## config.mk

```make
export PLATFORM = sky130hd
export DESIGN_NAME = midi_msg_tx
export DESIGN_NICKNAME = d
export VERILOG_FILES = /design/src/rtl/midi_pkg.sv /design/src/rtl/uart_tx_byte.sv /design/src/rtl/midi_msg_tx.sv
export SDC_FILE = /design/constraint.sdc
export NUM_CORES = 1
export LEC_CHECK = 0
export ABC_AREA = 1
export BUFFER_PORTS_ARGS = -buffer_cell sky130_fd_sc_hd__buf_2
export CAP_MARGIN = 20
export CORE_ASPECT_RATIO = 1.1
export CORE_MARGIN = 3
export CORE_UTILIZATION = 40
export DETAILED_ROUTE_END_ITERATION = 16
export GPL_TIMING_DRIVEN = 0
export HOLD_SLACK_MARGIN = 0.02
export SYNTH_ARGS = -nofsm -noshare
export SYNTH_HDL_FRONTEND = slang
export SYNTH_SLANG_ARGS = --single-unit
```

## constraint.sdc

```tcl
create_clock -name SYSCLK -period 2.24 [get_ports SYSCLK]
set_input_delay 0.224 -clock SYSCLK [delete_from_list [all_inputs] [get_ports SYSCLK]]
set_output_delay 0.224 -clock SYSCLK [all_outputs]
set_load 0.02 [all_outputs]
```

## src/rtl/midi_pkg.sv

```systemverilog
// MIDI status-byte constants and decode helpers shared by the
// message transmitter and its UART byte serialiser.
package midi_pkg;

    localparam logic [7:0] ST_SYS_BASE = 8'hF0;
    localparam logic [7:0] ST_RT_BASE  = 8'hF8;
    localparam logic [7:0] ST_NONE     = 8'h00;

    typedef enum logic [1:0] {
        IDLE,
        S_STAT,
        S_D1,
        S_D2
    } msg_state_t;

    // 0 marks a status byte this block will not transmit
    function automatic logic [1:0] midi_len(input logic [7:0] s);
        logic [1:0] n;
        casez (s)
            8'b0???????: n = 2'd0;
            8'b10??????: n = 2'd3;
            8'b110?????: n = 2'd2;
            8'b1110????: n = 2'd3;
            8'hF2:       n = 2'd3;
            8'hF1:       n = 2'd2;
            8'hF3:       n = 2'd2;
            8'hF6:       n = 2'd1;
            8'hF8:       n = 2'd1;
            8'hFA:       n = 2'd1;
            8'hFB:       n = 2'd1;
            8'hFC:       n = 2'd1;
            8'hFE:       n = 2'd1;
            8'hFF:       n = 2'd1;
            default:     n = 2'd0;
        endcase
        return n;
    endfunction

    function automatic logic is_channel(input logic [7:0] s);
        return s[7] && (s[6:4] != 3'b111);
    endfunction

    function automatic logic is_realtime(input logic [7:0] s);
        return s >= ST_RT_BASE;
    endfunction

endpackage

```

## src/rtl/uart_tx_byte.sv

```systemverilog
// 8N1 serialiser: one byte per start pulse, done marks the last
// stop-bit cycle so a following byte can start without a gap.
module uart_tx_byte #(
    parameter int BAUD_DIV = 320
) (
    input  logic       SYSCLK,
    input  logic       SYSRESET,
    input  logic       start,
    input  logic [7:0] data,
    output logic       busy,
    output logic       done,
    output logic       txd
);

    localparam int CW = $clog2(BAUD_DIV);
    localparam logic [CW-1:0] CNT_LAST = CW'(BAUD_DIV - 1);

    logic [CW-1:0] cnt;
    logic [3:0]    bitn;
    logic [8:0]    shreg;
    logic          tick;

    assign tick = (cnt == CNT_LAST);
    assign done = busy && tick && (bitn == 4'd9);

    // shreg carries data plus the stop bit; the start bit is driven directly
    always_ff @(posedge SYSCLK) begin
        if (SYSRESET) begin
            busy  <= 1'b0;
            txd   <= 1'b1;
            cnt   <= '0;
            bitn  <= '0;
            shreg <= '1;
        end else if (start) begin
            busy  <= 1'b1;
            txd   <= 1'b0;
            cnt   <= '0;
            bitn  <= '0;
            shreg <= {1'b1, data};
        end else if (busy) begin
            if (tick) begin
                cnt <= '0;
                if (bitn == 4'd9) begin
                    busy <= 1'b0;
                end else begin
                    bitn  <= bitn + 4'd1;
                    txd   <= shreg[0];
                    shreg <= {1'b1, shreg[8:1]};
                end
            end else begin
                cnt <= cnt + 1'b1;
            end
        end
    end

endmodule

```

## src/rtl/midi_msg_tx.sv

```systemverilog
// MIDI message transmitter: length decode, running-status suppression
// and byte sequencing onto a single UART line.
module midi_msg_tx
    import midi_pkg::*;
#(
    parameter int BAUD_DIV       = 320,
    parameter bit RUNNING_STATUS = 1'b1
) (
    input  logic       SYSCLK,
    input  logic       SYSRESET,
    input  logic       MSG_VALID,
    output logic       MSG_READY,
    input  logic [7:0] STATUS,
    input  logic [7:0] DATA1,
    input  logic [7:0] DATA2,
    output logic       MIDI_TX,
    output logic       BUSY,
    output logic       MSG_ERR
);

    msg_state_t state;
    logic       ready_q;
    logic [1:0] len_q;
    logic [6:0] d1_q;
    logic [6:0] d2_q;
    logic [7:0] last_status;

    logic       u_start;
    logic       u_busy;
    logic       u_done;
    logic [7:0] u_data;

    logic       accept;
    logic [1:0] len_in;
    logic       skip;
    logic       unused_bits;

    assign len_in      = midi_len(STATUS);
    assign skip        = RUNNING_STATUS && is_channel(STATUS)
                         && (STATUS == last_status);
    assign MSG_READY   = ready_q && !u_busy && !SYSRESET;
    assign accept      = MSG_VALID && MSG_READY;
    assign unused_bits = ^{DATA1[7], DATA2[7]};

    // first byte leaves straight from the inputs so the line falls
    // on the cycle right after the accept edge
    always_comb begin
        u_start = 1'b0;
        u_data  = 8'h00;
        unique case (state)
            IDLE: begin
                if (accept && len_in != 2'd0) begin
                    u_start = 1'b1;
                    u_data  = skip ? {1'b0, DATA1[6:0]} : STATUS;
                end
            end
            S_STAT: begin
                if (u_done && len_q != 2'd1) begin
                    u_start = 1'b1;
                    u_data  = {1'b0, d1_q};
                end
            end
            S_D1: begin
                if (u_done && len_q == 2'd3) begin
                    u_start = 1'b1;
                    u_data  = {1'b0, d2_q};
                end
            end
            default: ;
        endcase
    end

    always_ff @(posedge SYSCLK) begin
        if (SYSRESET) begin
            state       <= IDLE;
            ready_q     <= 1'b1;
            BUSY        <= 1'b0;
            MSG_ERR     <= 1'b0;
            last_status <= ST_NONE;
            len_q       <= 2'd0;
            d1_q        <= '0;
            d2_q        <= '0;
        end else begin
            MSG_ERR <= 1'b0;
            unique case (state)
                IDLE: begin
                    if (accept && len_in == 2'd0) begin
                        MSG_ERR <= 1'b1;
                    end else if (accept) begin
                        ready_q <= 1'b0;
                        BUSY    <= 1'b1;
                        len_q   <= len_in;
                        d1_q    <= DATA1[6:0];
                        d2_q    <= DATA2[6:0];
                        state   <= skip ? S_D1 : S_STAT;
                        if (is_channel(STATUS))
                            last_status <= STATUS;
                        else if (!is_realtime(STATUS))
                            last_status <= ST_NONE;
                    end
                end
                S_STAT: begin
                    if (u_done && len_q == 2'd1) begin
                        state   <= IDLE;
                        ready_q <= 1'b1;
                        BUSY    <= 1'b0;
                    end else if (u_done) begin
                        state <= S_D1;
                    end
                end
                S_D1: begin
                    if (u_done && len_q == 2'd3) begin
                        state <= S_D2;
                    end else if (u_done) begin
                        state   <= IDLE;
                        ready_q <= 1'b1;
                        BUSY    <= 1'b0;
                    end
                end
                S_D2: begin
                    if (u_done) begin
                        state   <= IDLE;
                        ready_q <= 1'b1;
                        BUSY    <= 1'b0;
                    end
                end
            endcase
        end
    end

    uart_tx_byte #(
        .BAUD_DIV(BAUD_DIV)
    ) u_uart (
        .SYSCLK  (SYSCLK),
        .SYSRESET(SYSRESET),
        .start   (u_start),
        .data    (u_data),
        .busy    (u_busy),
        .done    (u_done),
        .txd     (MIDI_TX)
    );

endmodule

```

After elaboration in Yosys (flattened, before gate mapping)
Cells that the tools add are included.
{"block": "op_classes", "n_eq_ne": 30, "n_addsub": 2, "shifts": 0, "n_reduce_logical": 30, "mul": 0, "order_cmp": 1, "n_bitwise": 3, "muxes": 46, "n_div": 0}
{"operator": "equality test 8 bit, second input constant", "n": 10}
{"operator": "two-way mux 8 bit", "n": 8}
{"operator": "one-hot mux 8 bit (3 select lines)", "n": 1}
{"operator": "two-way mux 1 bit", "n": 22}
{"operator": "two-way mux 2 bit", "n": 7}
{"operator": "two-way mux 7 bit", "n": 2}
{"operator": "logical AND 1 bit", "n": 12}
{"operator": "!= test 2 bit, second input constant", "n": 6}
{"operator": "AND reduction 3 bit", "n": 4}
{"operator": "adder 9 x 1 -> 9 bit, second input constant", "n": 1}
{"operator": "equality test 9 bit, second input constant", "n": 1}
{"operator": "two-way mux 9 bit", "n": 1}
{"operator": "equality test 2 bit, second input constant", "n": 4}
{"operator": "equality test 4 bit, second input constant", "n": 2}
{"operator": "equality test 8 bit", "n": 1}
{"operator": ">= comparator 8 bit, second input constant", "n": 1}
{"operator": "one-hot mux 1 bit (4 select lines)", "n": 2}
{"operator": "one-hot mux 2 bit (4 select lines)", "n": 1}
{"operator": "AND reduction 4 bit", "n": 2}
{"operator": "OR reduction 7 bit", "n": 1}
{"operator": "!= test 3 bit, second input constant", "n": 2}
{"operator": "one-hot mux 2 bit (3 select lines)", "n": 1}
{"operator": "nonzero test 2 bit", "n": 3}
{"operator": "OR reduction 3 bit", "n": 2}
{"operator": "other kinds (9)", "n": 15}
{"block": "word_totals", "mem_bits_rw": 0, "in_bits": 27, "reg_bits": 52, "mem_count": 0, "latch_bits": 0, "mem_bits_ro": 0}

Logic depth before layout (Yosys ltp)
Gate-level depths: netlist of the first run.
{"block": "depth", "depth_word": 9, "depth_mapped": 13, "depth_no_buf": 13}

Cells and area by module
Synthesis of the first run repeated with hierarchy kept, for this count alone.
{"block": "unflattened", "cells_unflattened": 455, "area_unflattened_um2": 2875.3}
{"mod": "midi_msg_tx", "instances": 1, "area_per_inst_um2": 1711.6, "seq_area_each_um2": 580.6, "cells_per_inst": 279}
{"mod": "uart_tx_byte", "instances": 1, "area_per_inst_um2": 1163.6, "seq_area_each_um2": 460.4, "cells_per_inst": 176}

Worst setup path before layout of the first run
OpenSTA, ideal clock, no wires.
{"block": "synth_timing", "path_kind": "register to register", "startpoint": "reg u_uart.bitn[0]", "endpoint": "reg u_uart.txd", "setup_ns": 0.138, "arrival_ns": 1.555, "stages_incl_launch_ff": 11, "required_ns": 2.102, "slack_ns": 0.547, "path_buffers": 0, "cell_sequence": "dfxtp_1 > ha_1 > nand2_1 > nor2_1 > nand4_2 > nor2_4 > inv_2 > nand2_2 > nor2_8 > nand3_1 > o211ai_1"}
{"block": "synth_between", "elab_chain_len": 7, "word_cells_on_any_way": 12, "cone_classes": "eq/ne (2); mux (4); reduce/logical (6)"}
{"item": "start, declared", "line_no": "uart_tx_byte.sv:19", "rtl": "logic [3:0] bitn;"}
{"item": "start signal, assigned", "line_no": "uart_tx_byte.sv:46", "rtl": "bitn <= bitn + 4'd1;"}
{"item": "equality test 4 bit (*)", "line_no": "uart_tx_byte.sv:24, uart_tx_byte.sv:43"}
{"item": "logical AND 1 bit", "line_no": "uart_tx_byte.sv:24", "rtl": "assign done = busy && tick && (bitn == 4'd9);"}
{"item": "logical AND 1 bit, on equally long branches", "line_no": "midi_msg_tx.sv:64, midi_msg_tx.sv:58"}
{"item": "two-way mux 1 bit, on equally long branches", "line_no": "midi_msg_tx.sv:64, midi_msg_tx.sv:58"}
{"item": "one-hot mux 1 bit (3 select lines)", "line_no": "midi_msg_tx.sv:50", "rtl": "unique case (state)"}
{"item": "!= test 2 bit (no source line) / nonzero test 2 bit (equally long branches)"}
{"item": "AND reduction 3 bit (no source line)"}
{"item": "end signal, assigned", "line_no": "uart_tx_byte.sv:47", "rtl": "txd <= shreg[0];"}
{"item": "end, declared", "line_no": "uart_tx_byte.sv:12", "rtl": "output logic txd"}
Mark *: on every way between the ends. The rest lies on a longest branch, timed or not.
A chain may end at the register's enable or synchronous reset.

Worst setup path in the final report of the first run
{"block": "layout_timing", "startpoint": "reg u_uart.cnt[0]", "endpoint": "reg u_uart.txd"}
{"block": "layout_between", "elab_chain_len": 8, "word_cells_on_any_way": 13, "cone_classes": "eq/ne (2); mux (4); reduce/logical (7)"}
{"item": "start, declared", "line_no": "uart_tx_byte.sv:18", "rtl": "logic [CW-1:0] cnt;"}
{"item": "start signal, assigned", "line_no": "uart_tx_byte.sv:51", "rtl": "cnt <= cnt + 1'b1;"}
{"item": "equality test 9 bit (*)", "line_no": "uart_tx_byte.sv:23", "rtl": "assign tick = (cnt == CNT_LAST);"}
{"item": "logical AND 1 bit (2 in series)", "line_no": "uart_tx_byte.sv:24"}
{"item": "logical AND 1 bit, on equally long branches", "line_no": "midi_msg_tx.sv:64, midi_msg_tx.sv:58"}
{"item": "two-way mux 1 bit, on equally long branches", "line_no": "midi_msg_tx.sv:64, midi_msg_tx.sv:58"}
{"item": "one-hot mux 1 bit (3 select lines)", "line_no": "midi_msg_tx.sv:50"}
{"item": "!= test 2 bit (no source line) / nonzero test 2 bit (equally long branches)"}
{"item": "AND reduction 3 bit (no source line)"}
Marked as above.

==> flow_metrics.tcl, run 1 <==
set metrics [dict create \
    pwr-share-comb_pct 21.2 \
    clock_skew_ps 10.6 \
    cts_repair_resize_count 0 \
    post_synth_num_cell_types 36 \
    clockRootBuffer "sky130_fd_sc_hd__clkbuf_8" \
    cts_sinks 52 \
    synth_edf_count 0 \
    timing.slew.headroom_pct 68.2 \
    cts_tree "yes" \
    placedCellCount 500 \
    via_per_inst 4.92 \
    layout-drive-gt1-share_pct 15.0 \
    start_util_pct 42.7 \
    crit_path_required_time_ps 2400 \
    grt_remaining_overflow 0 \
    critical_path.endpoint_type "flop" \
    crit_path_start "u_uart.cnt[0]" \
    vias 2497 \
    leakage_nw 1.34 \
    criticalPathCategory "flop to flop" \
    run_status "finished, final reports clean" \
    synth_fp_nets 422 \
    remaining_drc_errors 0 \
    nFillCells 696 \
    areaGrowthSynthToFinish_pct 13.3 \
    grt_use_met1_pct 22.9 \
    synth_cells 392 \
    worst-r2r-setup-slack_ps 240 \
    gr-usage-met2_pct 27.6 \
    worst_setup_slack_after_placement_ps 212 \
    place_hpwl_um 4680 \
    height_of_the_chip_um 92.6 \
    area_used_by_multi_input_combinational_logic_um2 1420 \
    yosysTopAreaCellShare_pct 38.2 \
    io_pins 31 \
    number_of_antenna_violations_at_the_first_check_in_global_routing 0 \
    seq_area_um2 1040 \
    post_synth_instance_area_um2 2720 \
    post-route-util_pct 48.4 \
    synth_commonest_cells "91 x sky130_fd_sc_hd__nand2_1, 52 x sky130_fd_sc_hd__dfxtp_1, 49 x sky130_fd_sc_hd__inv_1" \
    gp_routability_congestion 0.862 \
    grt_max_degree 17 \
    worst_slew_pin_slew_ps 475 \
    holdCritStartpoint "DATA2[6]" \
    achievable-frequency_mhz 500 \
    core_area_um2 6380 \
    final-max-slew-violation-count 0 \
    portBuffers 28 \
    gr-max-usage-layer "met2" \
    min-delay-path-class "input pin to flop" \
    finalCriticalPeriod_ps 2000 \
    synthArstFlopShare_pct 0 \
    grt_setup_unrepaired "false" \
    power.density_nw_per_um2 711 \
    dieArea_um2 7840 \
    antennaDiodeCount 0 \
    grt_pass1_wl_um 10900 \
    avgSynthCellArea_um2 6.95 \
    setup_violations 0 \
    grt_pass1_vias 2409 \
    setup_tns_ps 0 \
    detail_route.iter0.violations 117 \
    maximum_buffer_depth_of_the_clock_tree 2 \
    power.share.clock_pct 30.9 \
    routed_wire_length_per_instance_um 12.0 \
    worst_r2r_startpoint "u_uart.cnt[0]" \
    synth_top_cell_by_area "sky130_fd_sc_hd__dfxtp_1" \
    vdd_ir_drop_max_uv 318 \
    synth.ff_latch_count 52 \
    synth.area.top_cells "sky130_fd_sc_hd__dfxtp_1 38%, sky130_fd_sc_hd__nand2_1 13%, sky130_fd_sc_hd__inv_1 6.8%" \
    path_clk_slew_ps 100 \
    wl_um 6100 \
    placementRows 30 \
    postCtsSetupBuffers 0 \
    seq_area_frac_synth_pct 38.2 \
    overall_die_width_um 84.7 \
    switching_power_mw 0.654 \
    max_cap_violations 0 \
    yosysMostFrequentCell "sky130_fd_sc_hd__nand2_1" \
    post-route-worst-setup-slack_ps 239 \
    ctsHoldBuffers 0 \
    power.sequential.fraction_pct 47.9 \
    finalHoldViolations 0 \
    groute.layer.met3.usage_pct 3.11 \
    cts_made_buffers 5 \
    clk-insertion-delay-late_ps 300 \
    h-tree-depth 2 \
    switching_share_pct 29.8 \
    timing.critical_path.from_type "flop" \
    route.antenna.remaining_nets 0 \
    instances_no_fill 508 \
    worst-path-max-fanout 10 \
    fin_nets 457 \
    yosys_warnings 0 \
    crit_arrival_ps 2160 \
    synth_ff_type "sky130_fd_sc_hd__dfxtp_1" \
    layout_worst_path_cycle_share_pct 89.3 \
    globalRouteTotalUtil_pct 16.8 \
    length_of_the_first_detailed_routing_pass_in_iterations 4 \
    cellInternalPower_mw 1.54 \
]
[state kept, by name, indices dropped and copies added (netlist names)]
signal and count:
BUSY 1, u_uart.bitn 4, len_q 2, u_uart.txd 1
MSG_ERR 1, u_uart.cnt 9, d2_q 7, u_uart.busy 1
u_uart.shreg 8, d1_q 7, state 2, ready_q 1
last_status 8
[worst max-delay path, stage by stage (launching register included)]
cell and delay (ps):
sky130_fd_sc_hd__dfxtp_1 390, sky130_fd_sc_hd__ha_1 210, sky130_fd_sc_hd__nand3_1 120, sky130_fd_sc_hd__nor2_2 190, sky130_fd_sc_hd__nand3_2 130, sky130_fd_sc_hd__nor2_1 190, sky130_fd_sc_hd__nand3b_2 230, sky130_fd_sc_hd__nand2_2 180
sky130_fd_sc_hd__nor2_8 70, sky130_fd_sc_hd__nand3_1 70, sky130_fd_sc_hd__o211ai_1 80
[final cells by class]
cell class / instances / share of cell area (%)
Inverter: 53 / 6.45
Buffer: 10 / 2.11
Multi-Input combinational cell: 277 / 46.0
Tap cell: 80 / 3.24
Timing Repair Buffer: 28 / 4.54
Clock buffer: 6 / 2.68
Sequential cell: 52 / 33.7
Clock inverter: 2 / 1.26
[path summary, 6_finish.rpt]
kind	to	cells past startpoint
hold / removal	d2_q[6]	3
setup reg to reg	u_uart.txd	10
hold reg to reg	last_status[7]	2
setup / recovery	u_uart.txd	10
[stage by stage]
| stage | hold WS (ps) | power [mW] | cell area [µm²] |
|---|---|---|---|
| finish | 145 | 2.19 | 3090 |
| global route | 151 | 2.34 | 3090 |
| CTS | 140 | 2.23 | 3090 |
| detailed placement | 455 | 1.54 | 2960 |
| global placement | 444 | 1.53 | 2960 |
| floorplan | 293 | 1.41 | 2720 |
[metal layers]
metal	part of all wire [%]	up-vias
met1	49	1124
met3	3.2	4
met2	47	33
met5	0	-
met4	0.75	0
li1	-	1336
[power groups by stage]
stage / logic, mW / clock network (mW) / registers [mW]
floorplan: 0.336 / 0 / 1.07
global route: 0.532 / 0.741 / 1.06
finish: 0.465 / 0.677 / 1.05
detailed placement: 0.467 / 0 / 1.07
CTS: 0.469 / 0.706 / 1.05
global placement: 0.460 / 0 / 1.07
[cell families after synthesis]
group	Yosys count	synth area share, %
flip-flops	52	38.2
buffers and inverters	63	9.69
AND/OR/NAND/NOR	195	33.8
XOR/XNOR	14	4.50
AO/OA/AOI/OAI	65	12.4
adder cells (fa/ha/maj)	3	1.38
[placed cells by master (no fill, tap or decap), types with 2 or more instances in the layout]
cell,instances
sky130_fd_sc_hd__a21oi_1,24
sky130_fd_sc_hd__buf_2,32
sky130_fd_sc_hd__buf_6,3
sky130_fd_sc_hd__clkbuf_1,3
sky130_fd_sc_hd__clkbuf_8,6
sky130_fd_sc_hd__dfxtp_1,52
sky130_fd_sc_hd__ha_1,3
sky130_fd_sc_hd__inv_1,49
sky130_fd_sc_hd__inv_2,3
sky130_fd_sc_hd__nand2_1,91
sky130_fd_sc_hd__nand2_2,2
sky130_fd_sc_hd__nand3_1,21
sky130_fd_sc_hd__nand3_2,2
sky130_fd_sc_hd__nand4_1,19
sky130_fd_sc_hd__nor2_1,40
sky130_fd_sc_hd__nor2_2,6
sky130_fd_sc_hd__nor3_1,3
sky130_fd_sc_hd__o21ai_0,34
sky130_fd_sc_hd__o21bai_1,3
sky130_fd_sc_hd__xnor2_1,7
sky130_fd_sc_hd__xor2_1,7
(Power assumes the default switching activity.)
==> run 2, diff against run 1 <==
- ABC_AREA: 1 -> unset
- PLACE_DENSITY_LB_ADDON: unset -> 0.08
==> flow_metrics.tcl, run 2 <==
set metrics [dict create \
    h-tree-depth 2 \
    overall_die_width_um 82.9 \
    leakage_nw 1.13 \
    yosysMostFrequentCell "sky130_fd_sc_hd__dfxtp_1" \
    crit_family "simple AND/OR/NAND/NOR gates" \
    grt_pass1_vias 2113 \
    synthArstFlopShare_pct 0 \
    height_of_the_chip_um 90.6 \
    timing.hold.ws_ps 145 \
    layout_common_cells "52 x sky130_fd_sc_hd__dfxtp_1, 36 x sky130_fd_sc_hd__nand2_1, 32 x sky130_fd_sc_hd__nor2_1" \
    synth_edf_count 0 \
    clock_skew_ps 8.24 \
    criticalPathCategory "flop to flop" \
    synth_ff_type "sky130_fd_sc_hd__dfxtp_1" \
    gr-max-usage-layer "met2" \
    grt_pass1_wl_um 10400 \
    finish.instance_area_um2 2980 \
    power.density_nw_per_um2 613 \
    yosysTopAreaCellShare_pct 40.0 \
    via_per_inst 5.24 \
    grt_use_met1_pct 23.9 \
    worst-path-max-fanout 8 \
    length_of_the_first_detailed_routing_pass_in_iterations 4 \
    layout-drive-gt1-share_pct 20.5 \
    synth_cells 301 \
    number_of_antenna_violations_at_the_first_check_in_global_routing 0 \
    cts_sinks 52 \
    yosys_warnings 0 \
    gp_routability_congestion 0.731 \
    synth.area.top_cells "sky130_fd_sc_hd__dfxtp_1 40%, sky130_fd_sc_hd__nand2_1 5.2%, sky130_fd_sc_hd__nor2_1 4.8%" \
    synth_top_cell_by_area "sky130_fd_sc_hd__dfxtp_1" \
    totalPowerFinal_mw 1.83 \
    finalCriticalPeriod_ps 2040 \
    fin_nets 366 \
    clockRootBuffer "sky130_fd_sc_hd__clkbuf_8" \
    vdd_ir_drop_max_uv 445 \
    routed_wire_length_per_instance_um 15.0 \
    wl_um 6240 \
    worst_slew_pin_slew_ps 588 \
    route.antenna.remaining_nets 0 \
    setup_tns_ps 0 \
    dieArea_um2 7510 \
    portBuffers 25 \
    worst_setup_slack_after_placement_ps 36.8 \
    cts_made_buffers 5 \
    synth.ff_latch_count 52 \
    achievable-frequency_mhz 490 \
    avgSynthCellArea_um2 8.65 \
    layout_commonest_cell "sky130_fd_sc_hd__dfxtp_1" \
    synth_commonest_cells "52 x sky130_fd_sc_hd__dfxtp_1, 36 x sky130_fd_sc_hd__nand2_1, 33 x sky130_fd_sc_hd__nor2_1" \
    io_pins 31 \
    path_buf_inv 1 \
    run_status "finished, final reports clean" \
    clk-insertion-delay-late_ps 310 \
    remaining_drc_errors 0 \
    crit_path_required_time_ps 2440 \
    post_synth_instance_area_um2 2600 \
    maximum_buffer_depth_of_the_clock_tree 2 \
    synth_fp_nets 331 \
    grt_max_degree 16 \
    place_hpwl_um 4410 \
    globalRouteTotalUtil_pct 17.0 \
    grt_setup_unrepaired "false" \
    nFillCells 662 \
    areaGrowthSynthToFinish_pct 14.5 \
    path_clk_slew_ps 90 \
    worst_path_largest_cell_delay_ps 370 \
    post_synth_num_cell_types 49 \
    finalHoldViolations 0 \
    timing.slew.headroom_pct 60.8 \
    layout_worst_path_cycle_share_pct 91.1 \
    seq_area_frac_synth_pct 40.0 \
    vias 2185 \
    setup_violations 0 \
    reg.largest.list "u_uart.cnt: 9 flops, last_status: 8 flops, u_uart.shreg: 8 flops" \
    grt_remaining_overflow 0 \
    crit_slowest_cell "sky130_fd_sc_hd__dfxtp_1" \
    post-route-worst-setup-slack_ps 200 \
    final-max-slew-violation-count 0 \
    timing.critical_path.from_type "flop" \
    largest_register_ffs 9 \
    start_util_pct 41.8 \
    max_cap_violations 0 \
    timing.critical_path.cells "ha_1 > nand3_1 > or2_2 > nor3_4 > a21o_1 > or2_1 > buf_2 > nor2_1" \
    groute.layer.met3.usage_pct 2.83 \
    cts_tree "yes" \
    min-delay-path-class "input pin to flop" \
    crit_arrival_ps 2240 \
    placementRows 30 \
    detail_route.iter0.violations 121 \
    antennaDiodeCount 0 \
    regMostFlops "u_uart.cnt" \
    critical_path.endpoint_type "flop" \
    dpl-instance-area_um2 2830 \
    gr-usage-met2_pct 26.9 \
    core_area_um2 6230 \
]
-- run 2: changes by cell type in the layout (fill, tap and decap cells not counted), moves of 8 or more --
cell / previous run / this run
sky130_fd_sc_hd__nand2_1: 91 / 36
sky130_fd_sc_hd__mux2_2: 0 / 9
sky130_fd_sc_hd__a221oi_1: 0 / 14
sky130_fd_sc_hd__inv_1: 49 / 4
sky130_fd_sc_hd__o21ai_0: 34 / 9
sky130_fd_sc_hd__nand4_1: 19 / 4
sky130_fd_sc_hd__nor2_1: 40 / 32
sky130_fd_sc_hd__and3_1: 1 / 10
sky130_fd_sc_hd__nand3_1: 21 / 4
sky130_fd_sc_hd__mux2i_1: 0 / 9
-- run 2: per-stage QoR --
step,utilization (%),cells
final,47.9,417
after global routing,47.9,417
after CTS,47.1,414
after detailed placement,45.4,406
after global placement,45.4,406
after floorplan,-,301
-- run 2: repair_timing --
action,4_1_cts,5_1_grt
hold buffers,0,0
setup endpoints to repair,0,30
resized for setup,0,5
buffers inserted,0,3
-- run 2: cells by family (layout without fill, tap and decap cells) --
family / count (synthesis) / in the layout / synth area share, %
buf+inv: 22 / 58 / 3.84
mux: 18 / 18 / 7.35
xor+xnor: 14 / 14 / 4.71
fa+ha+maj: 3 / 3 / 1.44
flops: 52 / 52 / 40.0
simple gates: 123 / 123 / 24.2
compound gates: 69 / 69 / 18.5
-- run 2: layer usage --
metal / vias to the layer above / share of wire (%)
met3: 6 / 3.6
met5: - / 0
li1: 1135 / -
met1: 1012 / 49
met4: 0 / 1.2
met2: 32 / 46
-- run 2: cell type report --
class / instances / area, µm² / area share, %
Multi-Input combinational cell: 227 / 1480 / 49.7
Sequential cell: 52 / 1040 / 34.9
Timing Repair Buffer: 28 / 148 / 4.95
Tap cell: 80 / 100 / 3.36
Buffer: 18 / 87.6 / 2.94
Clock buffer: 6 / 72.6 / 2.43
Clock inverter: 2 / 35.0 / 1.17
Inverter: 4 / 15.0 / 0.504
-- run 2: worst paths after layout --
kind	depth (start not counted)	start	to	slack, ps
min reg2reg	2	d1_q[2]	d1_q[2]	460
min	3	DATA2[2]	d2_q[2]	150
max reg2reg	8	u_uart.cnt[0]	u_uart.bitn[0]	200
max	8	u_uart.cnt[0]	u_uart.bitn[0]	200
-- run 2: tightest hold or removal path: stages --
cell,delay [ps]
sky130_fd_sc_hd__buf_2,90
sky130_fd_sc_hd__nand2_1,40
sky130_fd_sc_hd__a21oi_1,50
-- run 2: report_power, final --
part           switching (mW)  internal [mW]  total [mW]
logic                   0.123         0.0859       0.209
registers              0.0157          0.951       0.967
clock network           0.318          0.332       0.650
